<file path="src/rtl/display_pkg.sv">
// Shared constants, FSM state type and blanking helper for the calculator
// display path (binary result -> BCD digits -> scanned 4-digit display).
package display_pkg;

    localparam int DIGITS  = 4;
    localparam int BIN_W   = 14;
    localparam int BCD_W   = 4 * DIGITS;
    localparam int BCD_MAX = 9999;

    localparam logic [DIGITS-1:0] ANODE_OFF = 4'b1111;

    typedef enum logic [1:0] {
        IDLE   = 2'd0,
        CONV   = 2'd1,
        COMMIT = 2'd2
    } conv_state_e;

    // A digit is lit when it or any more significant digit is non-zero;
    // digit 0 is always lit so a zero value still shows "0".
    function automatic logic [DIGITS-1:0] lit_mask(input logic [BCD_W-1:0] d);
        logic seen;
        lit_mask = '0;
        seen     = 1'b0;
        for (int i = DIGITS - 1; i >= 0; i--) begin
            seen        = seen | (d[4*i +: 4] != 4'd0);
            lit_mask[i] = seen || (i == 0);
        end
    endfunction

endpackage

</file>
<file path="src/rtl/bin2bcd_seq.sv">
// Sequential double-dabble converter: one input bit per cycle, with a
// start/busy/done interface. done is high for the single COMMIT cycle.
module bin2bcd_seq
    import display_pkg::*;
(
    input  logic             clk,
    input  logic             rst,
    input  logic             start,
    input  logic [BIN_W-1:0] bin_in,
    output logic             busy,
    output logic             done,
    output logic             over_max,
    output logic [BCD_W-1:0] bcd_out,
    output logic [1:0]       state_o
);

    localparam int               CNT_W    = $clog2(BIN_W);
    localparam logic [CNT_W-1:0] CNT_LAST = CNT_W'(BIN_W - 1);

    conv_state_e      state_q, state_d;
    logic [BIN_W-1:0] bin_q, bin_d;
    logic [BCD_W-1:0] acc_q, acc_d;
    logic [BCD_W-1:0] adj;
    logic [CNT_W-1:0] cnt_q, cnt_d;
    logic             ovf_q, ovf_d;

    always_ff @(posedge clk or posedge rst) begin
        if (rst) begin
            state_q <= IDLE;
            bin_q   <= '0;
            acc_q   <= '0;
            cnt_q   <= '0;
            ovf_q   <= 1'b0;
        end else begin
            state_q <= state_d;
            bin_q   <= bin_d;
            acc_q   <= acc_d;
            cnt_q   <= cnt_d;
            ovf_q   <= ovf_d;
        end
    end

    always_comb begin
        state_d = state_q;
        case (state_q)
            IDLE:    if (start) state_d = CONV;
            CONV:    if (cnt_q == CNT_LAST) state_d = COMMIT;
            COMMIT:  state_d = IDLE;
            default: state_d = IDLE;
        endcase
    end

    // Overflow is judged on the captured value; the 16-bit accumulator
    // silently drops the ten-thousands carry.
    always_comb begin
        bin_d = bin_q;
        acc_d = acc_q;
        cnt_d = cnt_q;
        ovf_d = ovf_q;
        adj   = acc_q;
        for (int i = 0; i < DIGITS; i++) begin
            if (acc_q[4*i +: 4] >= 4'd5) adj[4*i +: 4] = acc_q[4*i +: 4] + 4'd3;
        end
        case (state_q)
            IDLE: begin
                if (start) begin
                    bin_d = bin_in;
                    acc_d = '0;
                    cnt_d = '0;
                    ovf_d = (bin_in > BIN_W'(BCD_MAX));
                end
            end
            CONV: begin
                {acc_d, bin_d} = {adj[BCD_W-2:0], bin_q, 1'b0};
                cnt_d          = cnt_q + 1'b1;
            end
            default: ;
        endcase
    end

    always_comb begin
        busy     = (state_q != IDLE);
        done     = (state_q == COMMIT);
        over_max = ovf_q;
        bcd_out  = acc_q;
        state_o  = state_q;
    end

endmodule

</file>
<file path="src/rtl/bcd_scan_driver.sv">
// Converts a binary result to BCD and time-multiplexes the four digits onto
// the shared decoder input with active-low anodes and leading-zero blanking.
module bcd_scan_driver
    import display_pkg::*;
#(
    parameter int REFRESH_DIV = 100000
) (
    input  logic              clk,
    input  logic              rst,
    input  logic [BIN_W-1:0]  value,
    input  logic              load,
    output logic              busy,
    output logic              overflow,
    output logic [3:0]        bcd_digit,
    output logic [DIGITS-1:0] an
);

    localparam int              PW         = (REFRESH_DIV > 1) ? $clog2(REFRESH_DIV) : 1;
    localparam logic [PW-1:0]   PRESC_LAST = PW'(REFRESH_DIV - 1);
    localparam int              IW         = $clog2(DIGITS);
    localparam logic [IW-1:0]   IDX_LAST   = IW'(DIGITS - 1);

    logic [BCD_W-1:0]  disp_q, disp_d;
    logic              ovf_q, ovf_d;
    logic [PW-1:0]     presc_q, presc_d;
    logic [IW-1:0]     idx_q, idx_d;
    logic [3:0]        bcd_digit_q, bcd_digit_d;
    logic [DIGITS-1:0] an_q, an_d;
    logic [DIGITS-1:0] lit;

    logic              conv_busy;
    logic              conv_done;
    logic              conv_over;
    logic [BCD_W-1:0]  conv_bcd;
    logic [1:0]        conv_state;

    bin2bcd_seq u_conv (
        .clk      (clk),
        .rst      (rst),
        .start    (load),
        .bin_in   (value),
        .busy     (conv_busy),
        .done     (conv_done),
        .over_max (conv_over),
        .bcd_out  (conv_bcd),
        .state_o  (conv_state)
    );

    always_ff @(posedge clk or posedge rst) begin
        if (rst) begin
            disp_q      <= '0;
            ovf_q       <= 1'b0;
            presc_q     <= '0;
            idx_q       <= '0;
            bcd_digit_q <= 4'd0;
            an_q        <= ANODE_OFF;
        end else begin
            disp_q      <= disp_d;
            ovf_q       <= ovf_d;
            presc_q     <= presc_d;
            idx_q       <= idx_d;
            bcd_digit_q <= bcd_digit_d;
            an_q        <= an_d;
        end
    end

    // Display registers only change on the commit cycle, never mid-conversion.
    always_comb begin
        disp_d = disp_q;
        ovf_d  = ovf_q;
        if (conv_done) begin
            disp_d = conv_bcd;
            ovf_d  = conv_over;
        end
    end

    always_comb begin
        presc_d = presc_q + 1'b1;
        idx_d   = idx_q;
        if (presc_q == PRESC_LAST) begin
            presc_d = '0;
            idx_d   = (idx_q == IDX_LAST) ? '0 : idx_q + 1'b1;
        end
    end

    // Digit code and anode are registered together from the same index.
    always_comb begin
        lit         = lit_mask(disp_q);
        bcd_digit_d = disp_q[{idx_q, 2'b00} +: 4];
        an_d        = ANODE_OFF;
        if (!ovf_q && lit[idx_q]) an_d[idx_q] = 1'b0;
    end

    assign busy      = conv_busy;
    assign overflow  = ovf_q;
    assign bcd_digit = bcd_digit_q;
    assign an        = an_q;

    assert property (@(posedge clk) disable iff (rst) conv_done |-> (conv_state == COMMIT));

endmodule

</file>
<file path="config.mk">
export PLATFORM = sky130hd
export DESIGN_NAME = bcd_scan_driver
export DESIGN_NICKNAME = d
export VERILOG_FILES = /design/src/rtl/display_pkg.sv /design/src/rtl/bin2bcd_seq.sv /design/src/rtl/bcd_scan_driver.sv
export SDC_FILE = /design/constraint.sdc
export NUM_CORES = 1
export LEC_CHECK = 0
export ABC_AREA = 1
export BUFFER_PORTS_ARGS = -buffer_cell sky130_fd_sc_hd__buf_2
export CAP_MARGIN = 10
export CORE_MARGIN = 2
export CORE_UTILIZATION = 55
export CTS_CLUSTER_SIZE = 20
export DETAILED_ROUTE_END_ITERATION = 12
export PLACE_DENSITY_LB_ADDON = 0.3
export REMOVE_ABC_BUFFERS = 1
export SLEW_MARGIN = 20
export SYNTH_ARGS = -nofsm -noshare
export SYNTH_HDL_FRONTEND = slang
export SYNTH_SLANG_ARGS = --single-unit
</file>
<file path="constraint.sdc">
create_clock -name clk -period 3.56 [get_ports clk]
set_clock_uncertainty 0.05 [all_clocks]
set_input_delay 0.356 -clock clk [delete_from_list [all_inputs] [get_ports clk]]
set_output_delay 0.356 -clock clk [all_outputs]
set_load 0.005 [all_outputs]
</file>
# After elaboration in Yosys (flattened, before gate mapping)
# Cells that the tools add are included.
[word_totals]
mem_bits_ro = 0
memories = 0
ram_bits = 0
ff_bits = 81
latch_bits = 0
in_bits = 17
wordCells = 68
[classes]
mux = 20
n_eq_ne = 7
div_mod_pow = 0
bitwise_logic = 3
n_mul = 0
shifts = 1
n_reduce_logical = 12
add_sub_neg = 7
order_cmp = 7
[ops]
columns = ["cell", "count"]
rows = [
  ["$pmux 16 s2", 1],
  ["$pmux 14 s2", 1],
  ["$mux 4", 5],
  ["$add 17x1->17 const B", 1],
  ["$eq 17x17->1 const B", 1],
  ["$mux 17", 1],
  ["$ge 4x3->1 const B", 4],
  ["$mux 16", 1],
  ["$shiftx 16x5->4", 1],
  ["$gt 14x14->1 const B", 1],
  ["$mux 14", 1],
  ["$add 4x2->4 const B", 3],
  ["$reduce_bool 4->1", 3],
  ["$pmux 4 s2", 1],
  ["$mux 2", 3],
  ["$reduce_and 2->1", 3],
  ["$add 4x1->4 const B", 1],
  ["$eq 2x2->1 const B", 2],
  ["$eq 4x4->1 const B", 1],
  ["$not 4->4", 1],
  ["$pmux 2 s2", 1],
  ["$reduce_bool 2->1", 2],
  ["$add 3x2->3 const B", 1],
  ["$lt 2x3->1 const B", 1],
  ["other kinds (13)", 16],
]

# Logic depth before layout (Yosys ltp)
[logic_depth]
depth_word = 7
depth_mapped = 9
mapped_depth_nobuf = 9

# Cells and area by module
# From an unflattened synthesis, not the netlist that was laid out.
[hier_totals]
cells_unflattened = 507
hier_area_um2 = 4216.5
[by_module_without_submodules]
columns = ["module", "cells_per_inst", "area_per_inst_um2", "instances"]
rows = [
  ["bcd_scan_driver", 234, 2129.5, 1],
  ["bin2bcd_seq", 273, 2087.0, 1],
]

# Worst setup path after synthesis
# Ideal clock, no wire load.
[synth_timing]
path_kind = "register -> register"
startpoint = "register u_conv.acc_q[4] (netlist: u_conv.bcd_out[4])"
endpoint = "register u_conv.acc_q[5] (netlist: u_conv.bcd_out[5])"
arrival_time_ps = 1152
stages_incl_launch_ff = 9
setup_time_ps = 117
synth_period_minus_slack_ps = 1319
path_slack_ps = 2241
t_required_ps = 3393
path_buffers = 0
path_cell_list = "dfrtp_1 -> inv_1 -> ha_1 -> inv_1 -> nor2_1 -> o21ai_0 -> nand2_1 -> nand3_1 -> nand2_1"
[synth_via]
elab_chain_cells = 3
elab_cells_between_ends = 4
cone_classes = "add/sub: 1; order compare: 1; mux: 2"
[synth_rtl]
columns = ["element", "line", "rtl"]
rows = [
  ["from (decl)", "bin2bcd_seq.sv:22", "logic [BCD_W-1:0] acc_q, acc_d;"],
  ["from (signal assigned)", "bin2bcd_seq.sv:31", "acc_q <= '0;"],
  ["from (signal assigned)", "bin2bcd_seq.sv:37", "acc_q <= acc_d;"],
  ["$add 4x2->4 / $ge 4x3->1 (equally long branches)", "bin2bcd_seq.sv:62", "if (acc_q[4*i +: 4] >= 4'd5) adj[4*i +: 4] = acc_q[4*i +: 4] + 4'd3;"],
  ["$mux 4 *", "bin2bcd_seq.sv:62", ""],
  ["$pmux 16 s2 *", "bin2bcd_seq.sv:64", "case (state_q)"],
]
# Mark *: on every way between the ends. The rest lies on a longest branch, timed or not.
# A chain may end at the register's enable or synchronous reset.

# Worst setup path after layout
[layout_timing]
startpoint = "register u_conv.state_q[1] (netlist: u_conv.state_o[1])"
endpoint = "register u_conv.bin_q[0]"
[layout_via]
elab_chain_cells = 3
elab_cells_between_ends = 6
cone_classes = "eq/ne: 2; mux: 1; reduce/logical: 3"
[layout_rtl]
columns = ["element", "line", "rtl"]
rows = [
  ["from (decl)", "bin2bcd_seq.sv:20", "conv_state_e state_q, state_d;"],
  ["from (signal assigned)", "bin2bcd_seq.sv:35", "state_q <= state_d;"],
  ["$eq 2x1->1 / $logic_not 2->1 (equally long branches)", "bin2bcd_seq.sv:64", ""],
  ["$reduce_bool 2->1 (no line) / $ne 2x2->1 (equally long branches)", "--", ""],
  ["$reduce_and 2->1 (no line)", "--", ""],
  ["to (signal assigned)", "bin2bcd_seq.sv:36", "bin_q <= bin_d;"],
  ["to (decl)", "bin2bcd_seq.sv:21", "logic [BIN_W-1:0] bin_q, bin_d;"],
]
# Parallel ways exist; a longest one is shown, timed or not.

==> impl_summary.txt <==
----------------------------------------------------
[Logic synthesis]
  Mapped Cells ... 465
  Compound-cell area share of the yosys netlist ... 0.1307
  Sequential element share of the synthesized area ... 0.5141
  Count of yosys warnings during synthesis ... 0
  Fraction of the mapped netlist area in adder cells ... 0.04748
  Synth Area per Inst ... 8.500 sq um
  Netlist cell types ... 31
  Seq cells post-synth ... 81
  Synthesized-area fraction occupied by and/or/nand/nor cells ... 0.2045
  Post-Syn Area ... 3953 sq um
  Main combinational cell family by area after synthesis ... simple AND/OR/NAND/NOR gates
  Multiplexer share of the synthesized area ... 0
  Xor/xnor share of the synthesized area ... 0.02437

[Routing]
  Routed vias/inst ... 5.202
  Number of DRC violations after detailed-routing iteration 0 ... 140
  Routed Antenna Nets ... 0
  Remaining design rule violation count ... 0
  Vias ... 3090
  Detail-routed net length per standard cell ... 12.61 microns
  Detailed-route wire length ... 7489 microns
  Number of iterations in the first detailed-routing pass ... 4

[Global routing]
  First-pass GRT wire length ... 13430 microns
  Grt peak-use layer ... met2
  Vias in the first global route ... 3052
  Maximum number of pins on one net before global-route repair ... 58
  Antenna violations before repair ... 0
  Met2 usage in global routing ... 0.3412
  Residual overflow from global routing ... 0
  Total routing usage reported by global routing ... 0.2182
  Met3 usage ... 0.03918
  GR met1 Demand/Resource ... 0.3010

[Die]
  Core Box Area ... 6869 sq um
  Number of rows created at floorplan ... 30
  Width of the die ... 88.77 microns
  Effective utilization at floorplan ... 0.5754
  Chip height ... 88.77 microns
  Top-Level Pins ... 27
  DIE AREA ... 7880 sq um

[Clock tree]
  Clock Sinks ... 81
  Max clock buf depth ... 2
  Clk Latency, worst-skew pair ... 0.35 ns
  Number of clock buffers inserted by TritonCTS ... 9
  Clock root cell ... clkbuf_8
  Level count of the clock H-tree ... 3
  Clock edge transition at the registers on the reported setup and hold paths ... 0.08 ns
  Cts-stage hold buffer count ... 0
  TritonCTS clock tree ... done
  Post-CTS Resized ... 0
  Setup repair bufs after CTS ... 0

[Worst setup path]
  Data arrival time at the worst-slack endpoint ... 1.92 ns
  Critical-path maximum fanout ... 22
  FF-to-FF path depth ... 5
  Critical Path Sink Type ... flop
  Category of the worst setup path launch point ... flop
  CP Class ... reg -> reg
  Req. time, crit path ... 3.75 ns

[Power]
  Internal power contribution ... 2.068 mW
  Share of power burned in registers ... 0.442
  Worst VDD drop ... 0.4862 mV
  Switching part of the total power ... 0.3655
  Clock Power Share ... 0.233
  Switch Pwr ... 1.191 mW
  Pleak ... 2.190 nW
  Pwr/cell area ... 742.0 nW/um^2
  Relative contribution of combinational cells to total power ... 0.325

[STA]
  Slew margin rel. ... 0.3747
  Worst-Margin Slew ... 0.9369 ns
  Max Fclk ... 578.3 MHz
  Number of endpoints with negative hold slack in the final report ... 0
  Sum Neg Setup Slack ... 0 ns
  Tcrit/Tclk final ... 0.4857
  Max-slew violation count ... 0
  Post-layout minimum cycle time ... 1.729 ns
  Unrepaired setup endpoints after global routing ... false
  Final setup fails ... 0

[Finish]
  Leading cell type in the layout, fill and taps excluded ... nand2_1
  Commonest cells after routing, fill and taps aside ... nand2_1, dfrtp_1, inv_1
  Final core area utilization ... 0.6395
  Filler cells ... 559
  Antenna cell count ... 0
  Area taken by multi-input logic gates ... 1609 sq um
  Fraction of final layout cells with drive strength greater than 1 ... 0.1406
  Storage element area ... 2032 sq um
  Relative area change from synthesis to final layout ... 11.14%
  Number of nets at the end of the flow ... 525

[Run]
  Number of violations of the max-capacitance limit ... 0

[Outcome]
  Result of the run ... finished clean

[Placed design]
  Number of buffers inserted by port buffering ... 26
  Hpwl dp ... 5185 microns
  Global placer's final weighted congestion ... 0.8838

[Worst hold path]
  Hold/Removal Path Class ... in -> async

----------------------------------------------------
layer usage:
metal / up-vias / wire (microns)
met5: - / 0
met4: 0 / 134
met3: 14 / 253
met2: 64 / 3335
met1: 1456 / 3765
li1: 1556 / -
worst max-delay path, stage by stage, from the launching register on:
cell     delay [ns]
dfrtp_1        0.39
inv_2          0.10
nand2_2        0.26
nand2_2        0.36
inv_2          0.23
a22o_1         0.23
area by class of cell:
class,count,share of cell area
inverters,68,0.05867
multi-input cells,305,0.3663
clock inverters,5,0.01766
well taps,96,0.02734
clock buffers,11,0.03446
repair buffers,28,0.03304
flip-flops and latches,81,0.4625
logic make-up (layout without fill, tap and decap cells):
| kind of cell | after synthesis | after routing |
|---|---|---|
| flip-flops | 81 | 81 |
| XOR/XNOR | 11 | 11 |
| buffers and inverters | 79 | 112 |
| AO/OA/AOI/OAI | 94 | 94 |
| AND/OR/NAND/NOR | 185 | 185 |
| adder cells (fa/ha/maj) | 15 | 15 |
stage by stage:
step	instance area, sq um	instances	hold WS, ns	total power, mW	setup WS (ns)
floorplan	3897	454	0.3789	2.214	1.081
global placement	4164	578	0.4036	2.452	1.921
detailed placement	4164	578	0.4142	2.510	1.819
CTS	4393	594	0.1621	3.272	1.810
global route	4393	594	0.1882	3.547	1.727
finish	4393	594	0.1289	3.259	1.831
synthesized netlist by cell type:
library cell | n | area share
a21oi_1 | 20 | 0.025
a22o_1 | 1 | 0.0022
buf_2 | 10 | 0.013
clkbuf_2 | 1 | 0.0013
clkinv_1 | 1 | 0.00095
clkinv_2 | 1 | 0.0013
dfrtp_1 | 77 | 0.49
dfstp_2 | 4 | 0.027
ha_1 | 15 | 0.047
inv_1 | 62 | 0.059
inv_2 | 4 | 0.0038
nand2_1 | 86 | 0.082
nand2_2 | 7 | 0.011
nand3_1 | 23 | 0.029
nand3_4 | 1 | 0.0044
nand3b_1 | 1 | 0.0019
nand4_1 | 6 | 0.0095
nor2_1 | 52 | 0.049
nor2_2 | 3 | 0.0047
nor2_4 | 3 | 0.0085
nor3_1 | 2 | 0.0025
o211ai_1 | 1 | 0.0019
o21ai_0 | 45 | 0.057
o21ai_1 | 2 | 0.0025
o21bai_2 | 1 | 0.0028
o22ai_1 | 22 | 0.035
o31ai_1 | 1 | 0.0019
o32ai_1 | 1 | 0.0022
or2_2 | 1 | 0.0016
xnor2_1 | 1 | 0.0022
xor2_1 | 10 | 0.022
path summary, 6_finish.rpt:
| path | startpoint | slack [ns] | endpoint |
|---|---|---|---|
| max reg2reg | u_conv.state_o[1]$_DFFE_PP0P_ | 1.83 | u_conv.bin_q[0]$_DFFE_PP0P_ |
| min reg2reg | presc_q[0]$_DFF_PP0_ | 0.42 | presc_q[0]$_DFF_PP0_ |
| max in group asynchronous | rst | 2.62 | disp_q[4]$_DFFE_PP0N_ |
| min in group clk | value[0] | 0.21 | u_conv.bin_q[0]$_DFFE_PP0P_ |
| min | rst | 0.13 | presc_q[16]$_DFF_PP0_ |
| max | u_conv.state_o[1]$_DFFE_PP0P_ | 1.83 | u_conv.bin_q[0]$_DFFE_PP0P_ |
power groups by stage:
stage                     Clock (mW)  Combinational [mW]  Sequential, mW
after floorplan                    0               0.810            1.40
after CTS                      0.773                1.06            1.44
final                          0.759                1.06            1.44
after global routing           0.816                1.25            1.49
after detailed placement           0                1.06            1.45
after global placement             0                1.01            1.45
state kept, by name (all words and copies together), names as in the netlist:
signal / cells
presc_q: 17
disp_q: 16
u_conv.bcd_out: 16
u_conv.bin_q: 14
an: 4
bcd_digit: 4
u_conv.cnt_q: 4
idx_q: 2
u_conv.state_o: 2
overflow: 1
u_conv.over_max: 1
(Power assumes the default switching activity.)
